### src/rtl/memif_arb_prio.sv
`default_nettype none
// ============================================================================
// memif_arb_prio : two-class (high/low) round-robin arbiter sharing one memif
// command/data channel; a grant spans command handshake plus all data beats.
// Optional starvation guard on the low class: define MEMIF_ARB_STARVE_EN.
// Revision: 1.0 - initial release
// ============================================================================
module memif_arb_prio #(
    parameter int             AW         = 23,
    parameter int             DW         = 16,
    parameter int             N          = 4,
    parameter logic [N-1:0]   HI_PRIO    = {{(N-1){1'b0}}, 1'b1},
    parameter int             STARVE_LIM = 32
) (
    input  logic              clk,
    input  logic              rst,
    input  logic [N*AW-1:0]   d_addr,
    input  logic [N*7-1:0]    d_len,
    input  logic [N-1:0]      d_rw,
    input  logic [N-1:0]      d_valid,
    output logic [N-1:0]      d_ready,
    input  logic [N*DW-1:0]   d_wdata,
    output logic [N-1:0]      d_wack,
    output logic [N-1:0]      d_wlast,
    output logic [N*DW-1:0]   d_rdata,
    output logic [N-1:0]      d_rstb,
    output logic [N-1:0]      d_rlast,
    output logic [AW-1:0]     u_addr,
    output logic [6:0]        u_len,
    output logic              u_rw,
    output logic              u_valid,
    input  logic              u_ready,
    output logic [DW-1:0]     u_wdata,
    input  logic              u_wack,
    input  logic              u_wlast,
    input  logic [DW-1:0]     u_rdata,
    input  logic              u_rstb,
    input  logic              u_rlast
);

    localparam int SW = $clog2(N);

    typedef enum logic [1:0] {
        S_IDLE = 2'd0,
        S_CMD  = 2'd1,
        S_DATA = 2'd2
    } state_t;

    generate
        if (N < 2 || N > 8 || STARVE_LIM < 1 || STARVE_LIM > 255) begin : g_param_check
            $error("memif_arb_prio: parameter out of range");
        end
    endgenerate

    state_t          r_state;
    state_t          w_state_nxt;
    logic [SW-1:0]   r_sel;
    logic [SW-1:0]   w_sel_nxt;
    logic [SW-1:0]   r_rr_hi;
    logic [SW-1:0]   r_rr_lo;
    logic            r_rw;
    logic [N-1:0]    w_hi_pend;
    logic [N-1:0]    w_lo_pend;
    logic [SW-1:0]   w_pick_hi;
    logic [SW-1:0]   w_pick_lo;
    logic [SW-1:0]   w_winner;
    logic            w_override;
    logic            w_done;

    // First requester strictly after 'last', wrapping N-1 -> 0.
    function automatic logic [SW-1:0] rr_pick(input logic [N-1:0] req,
                                              input logic [SW-1:0] last);
        logic [SW-1:0] pick;
        logic          found;
        int            idx;
        pick  = last;
        found = 1'b0;
        for (int k = 1; k <= N; k++) begin
            idx = (int'(last) + k) % N;
            if (!found && req[idx[SW-1:0]]) begin
                pick  = idx[SW-1:0];
                found = 1'b1;
            end
        end
        return pick;
    endfunction

    always_comb begin
        w_hi_pend = d_valid & HI_PRIO;
        w_lo_pend = d_valid & ~HI_PRIO;
        w_pick_hi = rr_pick(w_hi_pend, r_rr_hi);
        w_pick_lo = rr_pick(w_lo_pend, r_rr_lo);
        w_winner  = (|w_hi_pend && !w_override) ? w_pick_hi : w_pick_lo;
    end

`ifdef MEMIF_ARB_STARVE_EN
    localparam logic [7:0] c_starve_lim = 8'(STARVE_LIM);

    logic [7:0] r_starve_cnt;
    logic       w_winner_hi;

    assign w_override  = (r_starve_cnt >= c_starve_lim) && (|w_lo_pend);
    assign w_winner_hi = HI_PRIO[w_winner];

    // Counted at winner selection; any pending low request means a grant happens.
    always_ff @(posedge clk or posedge rst) begin
        if (rst) begin
            r_starve_cnt <= 8'd0;
        end else if (r_state == S_IDLE) begin
            if (!(|w_lo_pend) || !w_winner_hi) begin
                r_starve_cnt <= 8'd0;
            end else if (r_starve_cnt != 8'hFF) begin
                r_starve_cnt <= r_starve_cnt + 8'd1;
            end
        end
    end
`else
    assign w_override = 1'b0;
`endif

    assign w_done = (r_state == S_DATA) &&
                    (r_rw ? (u_rstb && u_rlast) : (u_wack && u_wlast));

    // A handshake wins over a same-cycle d_valid drop: the controller took it.
    always_comb begin
        w_state_nxt = r_state;
        w_sel_nxt   = r_sel;
        case (r_state)
            S_IDLE: begin
                if (|d_valid) begin
                    w_sel_nxt   = w_winner;
                    w_state_nxt = S_CMD;
                end
            end
            S_CMD: begin
                if (u_ready) begin
                    w_state_nxt = S_DATA;
                end else if (!d_valid[r_sel]) begin
                    w_state_nxt = S_IDLE;
                end
            end
            S_DATA: begin
                if (w_done) begin
                    w_state_nxt = S_IDLE;
                end
            end
            default: w_state_nxt = S_IDLE;
        endcase
    end

    always_ff @(posedge clk or posedge rst) begin
        if (rst) begin
            r_state <= S_IDLE;
            r_sel   <= '0;
            r_rr_hi <= SW'(N - 1);
            r_rr_lo <= SW'(N - 1);
            r_rw    <= 1'b0;
        end else begin
            r_state <= w_state_nxt;
            r_sel   <= w_sel_nxt;
            if (r_state == S_CMD && u_ready) begin
                r_rw <= u_rw;
                if (HI_PRIO[r_sel]) begin
                    r_rr_hi <= r_sel;
                end else begin
                    r_rr_lo <= r_sel;
                end
            end
        end
    end

    always_comb begin
        u_addr  = d_addr[int'(r_sel) * AW +: AW];
        u_len   = d_len[int'(r_sel) * 7 +: 7];
        u_rw    = d_rw[r_sel];
        u_wdata = d_wdata[int'(r_sel) * DW +: DW];
        u_valid = (r_state == S_CMD);
        d_rdata = {N{u_rdata}};
        d_ready = '0;
        d_wack  = '0;
        d_wlast = '0;
        d_rstb  = '0;
        d_rlast = '0;
        if (r_state == S_CMD) begin
            d_ready[r_sel] = u_ready;
        end
        if (r_state == S_DATA) begin
            if (r_rw) begin
                d_rstb[r_sel]  = u_rstb;
                d_rlast[r_sel] = u_rlast;
            end else begin
                d_wack[r_sel]  = u_wack;
                d_wlast[r_sel] = u_wlast;
            end
        end
    end

endmodule
`default_nettype wire

### config.mk
export PLATFORM = sky130hd
export DESIGN_NAME = memif_arb_prio
export DESIGN_NICKNAME = d
export VERILOG_FILES = /design/src/rtl/memif_arb_prio.sv
export SDC_FILE = /design/constraint.sdc
export NUM_CORES = 1
export LEC_CHECK = 0
export CAP_MARGIN = 5
export CORE_AREA = 4 4 132 134
export CTS_BUF_LIST = sky130_fd_sc_hd__clkbuf_16
export CTS_CLUSTER_DIAMETER = 30
export DETAILED_ROUTE_END_ITERATION = 10
export DIE_AREA = 0 0 136 138
export PLACE_DENSITY = 0.49
export SLEW_MARGIN = 20
export SYNTH_ARGS = -nofsm -noshare
export SYNTH_HDL_FRONTEND = slang
export SYNTH_SLANG_ARGS = --single-unit
export TNS_END_PERCENT = 100
### constraint.sdc
create_clock -name clk -period 3.65 [get_ports clk]
set_input_delay 0.73 -clock clk [delete_from_list [all_inputs] [get_ports clk]]
set_output_delay 0.73 -clock clk [all_outputs]
set_load 0.03 [all_outputs]
==> metrics.csv <==
stage;metric;value;unit
run_status;status;complete, no violations;
yosys;Synth Register Bits;7;
placed_design;number of port buffers;266;
critical_path;Startpoint Class;register;
power_and_ir_drop;Max IR drop VDD;182;µV
yosys;Synth Instances;192;
critical_path;Crit Path Category;register to output pin;
cells_and_area;share of cells above drive strength 1;16.0;%
power_and_ir_drop;Clk network pwr share;7.3;%
hold_path;Worst Hold End;r_rr_lo[1];
clocking;Num CTS Buffers;3;
grt;met2 usage;23.7;%
timing;setup ws final;0.487;ns
clocking;clk buf depth;2;
timing;Slew HR;61.5;%
clocking;Num Clock Sinks;7;
hold_path;min-delay worst type;register to register;
floorplanning;initial core utilization;13.2;%
critical_path;CP cell instances;buf_4 -> mux4_2 -> clkdlybuf4s50_1;
timing;Worst Tran Pin Value;0.578;ns
yosys;Syn Nets;407;
clocking;worst-skew pair later-pin latency;0.23;ns
yosys;Primary FF master, synth;dfrtp_1;
yosys;Synth area leader;mux4_2;
critical_path;worst-path maximum fanout;29;
detailed_routing;vias;2401;
floorplanning;total die area;18800;µm²
power_and_ir_drop;switching share of power;47.2;%
critical_path;critical path arrival;2.43;ns
grt;GRT met1 Usage;13.4;%
cells_and_area;final non-filler cell total;609;
cells_and_area;Final #Nets;604;
yosys;sequential area share after synthesis;8.29;%
detailed_routing;via-per-instance ratio;3.94;
timing;clk_skew;0.00166;ns
yosys;fraction of registers with async set/reset;100;%
power_and_ir_drop;Power Dens Cells;556;nW/µm²
detailed_routing;DRC viols;0;
floorplanning;die height;138;µm
critical_path;reg-to-reg endpoint;r_rw;
yosys;Synth warnings;0;
clocking;clock slew seen by the registers of the worst setup and hold paths;0.04;ns
critical_path;worst r2r src;r_sel[0];
clocking;H-tree depth;1;
timing;Tmin final;3.16;ns
timing;Slew Limit Fails;0;
detailed_routing;Initial DRC Count;90;
detailed_routing;drt total wl;12.8;mm
critical_path;Req. time, crit path;2.92;ns
hold_path;WHS Path Cells;1;
grt;vias in the first global route;2771;
timing;Final Hold Slack;0.584;ns
grt;largest net degree at the start of global routing;30;
yosys;top cells by count, synth;buf_4, mux4_2, nor2_1;
critical_path;CP max-delay cell;dfrtp_4;
clocking;Root Driver;clkbuf_16;
yosys;Area contributors post-synth;mux4_2, buf_4, dfrtp_1, nor2_1, dfstp_2;
placed_design;post-detail-place hpwl;10.9;mm
floorplanning;Horiz. Die Dim;136;µm
grt;Total GRT Usage;12.5;%
power_and_ir_drop;Pleak;0.00157;µW
power_and_ir_drop;NetSw;1220;µW
grt;first-pass GRT wire length;17.9;mm
clocking;CTS tree;yes;
clocking;post_cts resized;0;
floorplanning;I/O pin cnt;347;
timing;Finish-stage setup viols;0;
yosys;share of the synthesized area in the top cell type;50.5;%
grt;layer with the highest usage;met2;
yosys;Syn Area/Cell;11.2;µm²
timing;RSZ-0062 raised after global routing;no;
detailed_routing;drt first pass iters;4;
detailed_routing;post-route antenna net violation count;0;
flow_run;max-cap viol count;0;
yosys;Mapped Area;2140;µm²
timing;fin crit share;86.7;%
timing;Hold Vio Cnt, Final;0;
cells_and_area;Fillers;1683;
placed_design;placed cell count;604;
clocking;hold_buf cts;0;
yosys;number of synthesized flops with an enable pin;0;
detailed_routing;WL per Instance;21.0;µm
timing;final setup TNS;0;ns
cells_and_area;Layout area overhead;118;%
hold_path;worst hold start;r_rr_lo[1];
grt;initial antenna violation count;2;
critical_path;CP peak stage delay;0.74;ns
power_and_ir_drop;Flop pwr share;10.6;%
critical_path;Critical Path End Type;output pin;
grt;GRT met3 Usage;3.45;%
power_and_ir_drop;P_int;1370;µW
power_and_ir_drop;Logic pwr share;82.1;%
cells_and_area;register area;183;µm²
floorplanning;core footprint;16300;µm²
critical_path;FF-to-FF path depth;2;
cells_and_area;multi-input logic area;1390;µm²
placed_design;Post-Place Setup Slack;0.577;ns
cells_and_area;Final Util;28.6;%
critical_path;internal reg-to-reg setup slack;1.85;ns
placed_design;gpl congestion;0.829;
clocking;Post-CTS Setup Bufs;0;
yosys;most frequent cell after synthesis;buf_4;
grt;total global routing overflow;0;
timing;FMAX;316;MHz
floorplanning;floorplan row count;47;
yosys;post-synth cell types;26;
==> flip-flops by register name (all words and copies together), names as in the netlist <==
name and cells:
r_rr_lo 2, r_rw 1, r_sel 2, r_state 2
==> cell families (layout without fill, tap and decap cells) <==
family                 Yosys count  count (layout)  share of synthesized area [%]
other                            0               1                              0
AO/OA/AOI/OAI                    7               7                           2.63
buffers and inverters           82             278                           26.9
flip-flops                       7               7                           8.29
multiplexers                    50              50                           51.7
AND/OR/NAND/NOR                 46              46                           10.5
==> per-layer routing <==
metal | part of all wire (%) | routed length [µm]
met1 | 35 | 4460
met2 | 53 | 6780
met3 | 10 | 1290
met4 | 1.9 | 239
met5 | 0.10 | 13
==> cell usage in the layout (no fill, tap or decap), types with 2 or more instances in the layout <==
master	instances
mux4_2	48
inv_1	4
nand2_1	6
nand3_1	4
buf_12	2
dfstp_2	2
nand2b_1	2
clkdlybuf4s50_1	266
nor2_1	17
clkbuf_16	3
nor3_1	8
a22o_1	2
nand3b_1	4
buf_4	3
dfrtp_1	3
nor2b_1	2
==> through the flow <==
step | power [µW] | instance area [µm²]
final | 2590 | 4660
after global routing | 2720 | 4660
after CTS | 2640 | 4660
after detailed placement | 2440 | 4580
after global placement | 2430 | 4580
after floorplan | 1640 | 2140
==> worst max-delay path by stage <==
stage,startpoint,end,slack (ns),cells after the start
2_1_floorplan,r_state[0],d_ready[0],1.10,3
3_3_place_gp,d_addr[79],u_addr[10],0.56,3
3_5_place_dp,d_addr[79],u_addr[10],0.58,3
4_1_cts,r_sel[0],u_addr[5],0.39,3
5_1_grt,r_sel[0],u_addr[4],0.34,3
6_report,r_sel[0],u_addr[5],0.49,3
==> worst max-delay path: cells and delay by family, from the launching register on <==
| kind | cells | cell delay [ns] |
|---|---|---|
| buffers and inverters | 2 | 0.93 |
| DFF | 1 | 0.74 |
| muxes | 1 | 0.52 |
==> final cells by class <==
| type | count | area share [%] |
|---|---|---|
| Multi-Input combinational cell | 103 | 29.8 |
| Sequential cell | 7 | 3.92 |
| Tap cell | 220 | 5.90 |
| Inverter | 3 | 0.241 |
| Antenna cell | 1 | 0.0536 |
| Timing Repair Buffer | 271 | 58.4 |
| Clock inverter | 1 | 0.0805 |
| Clock buffer | 3 | 1.61 |
==> power groups by stage <==
stage          registers [µW]  logic (µW)  clock network (µW)
6_report                  276        2130                 188
5_1_grt                   297        2220                 195
4_1_cts                   284        2170                 192
3_5_place_dp              284        2150                   0
3_3_place_gp              281        2150                   0
2_1_floorplan             154        1490                   0
Power figures use the tool's default switching activity.
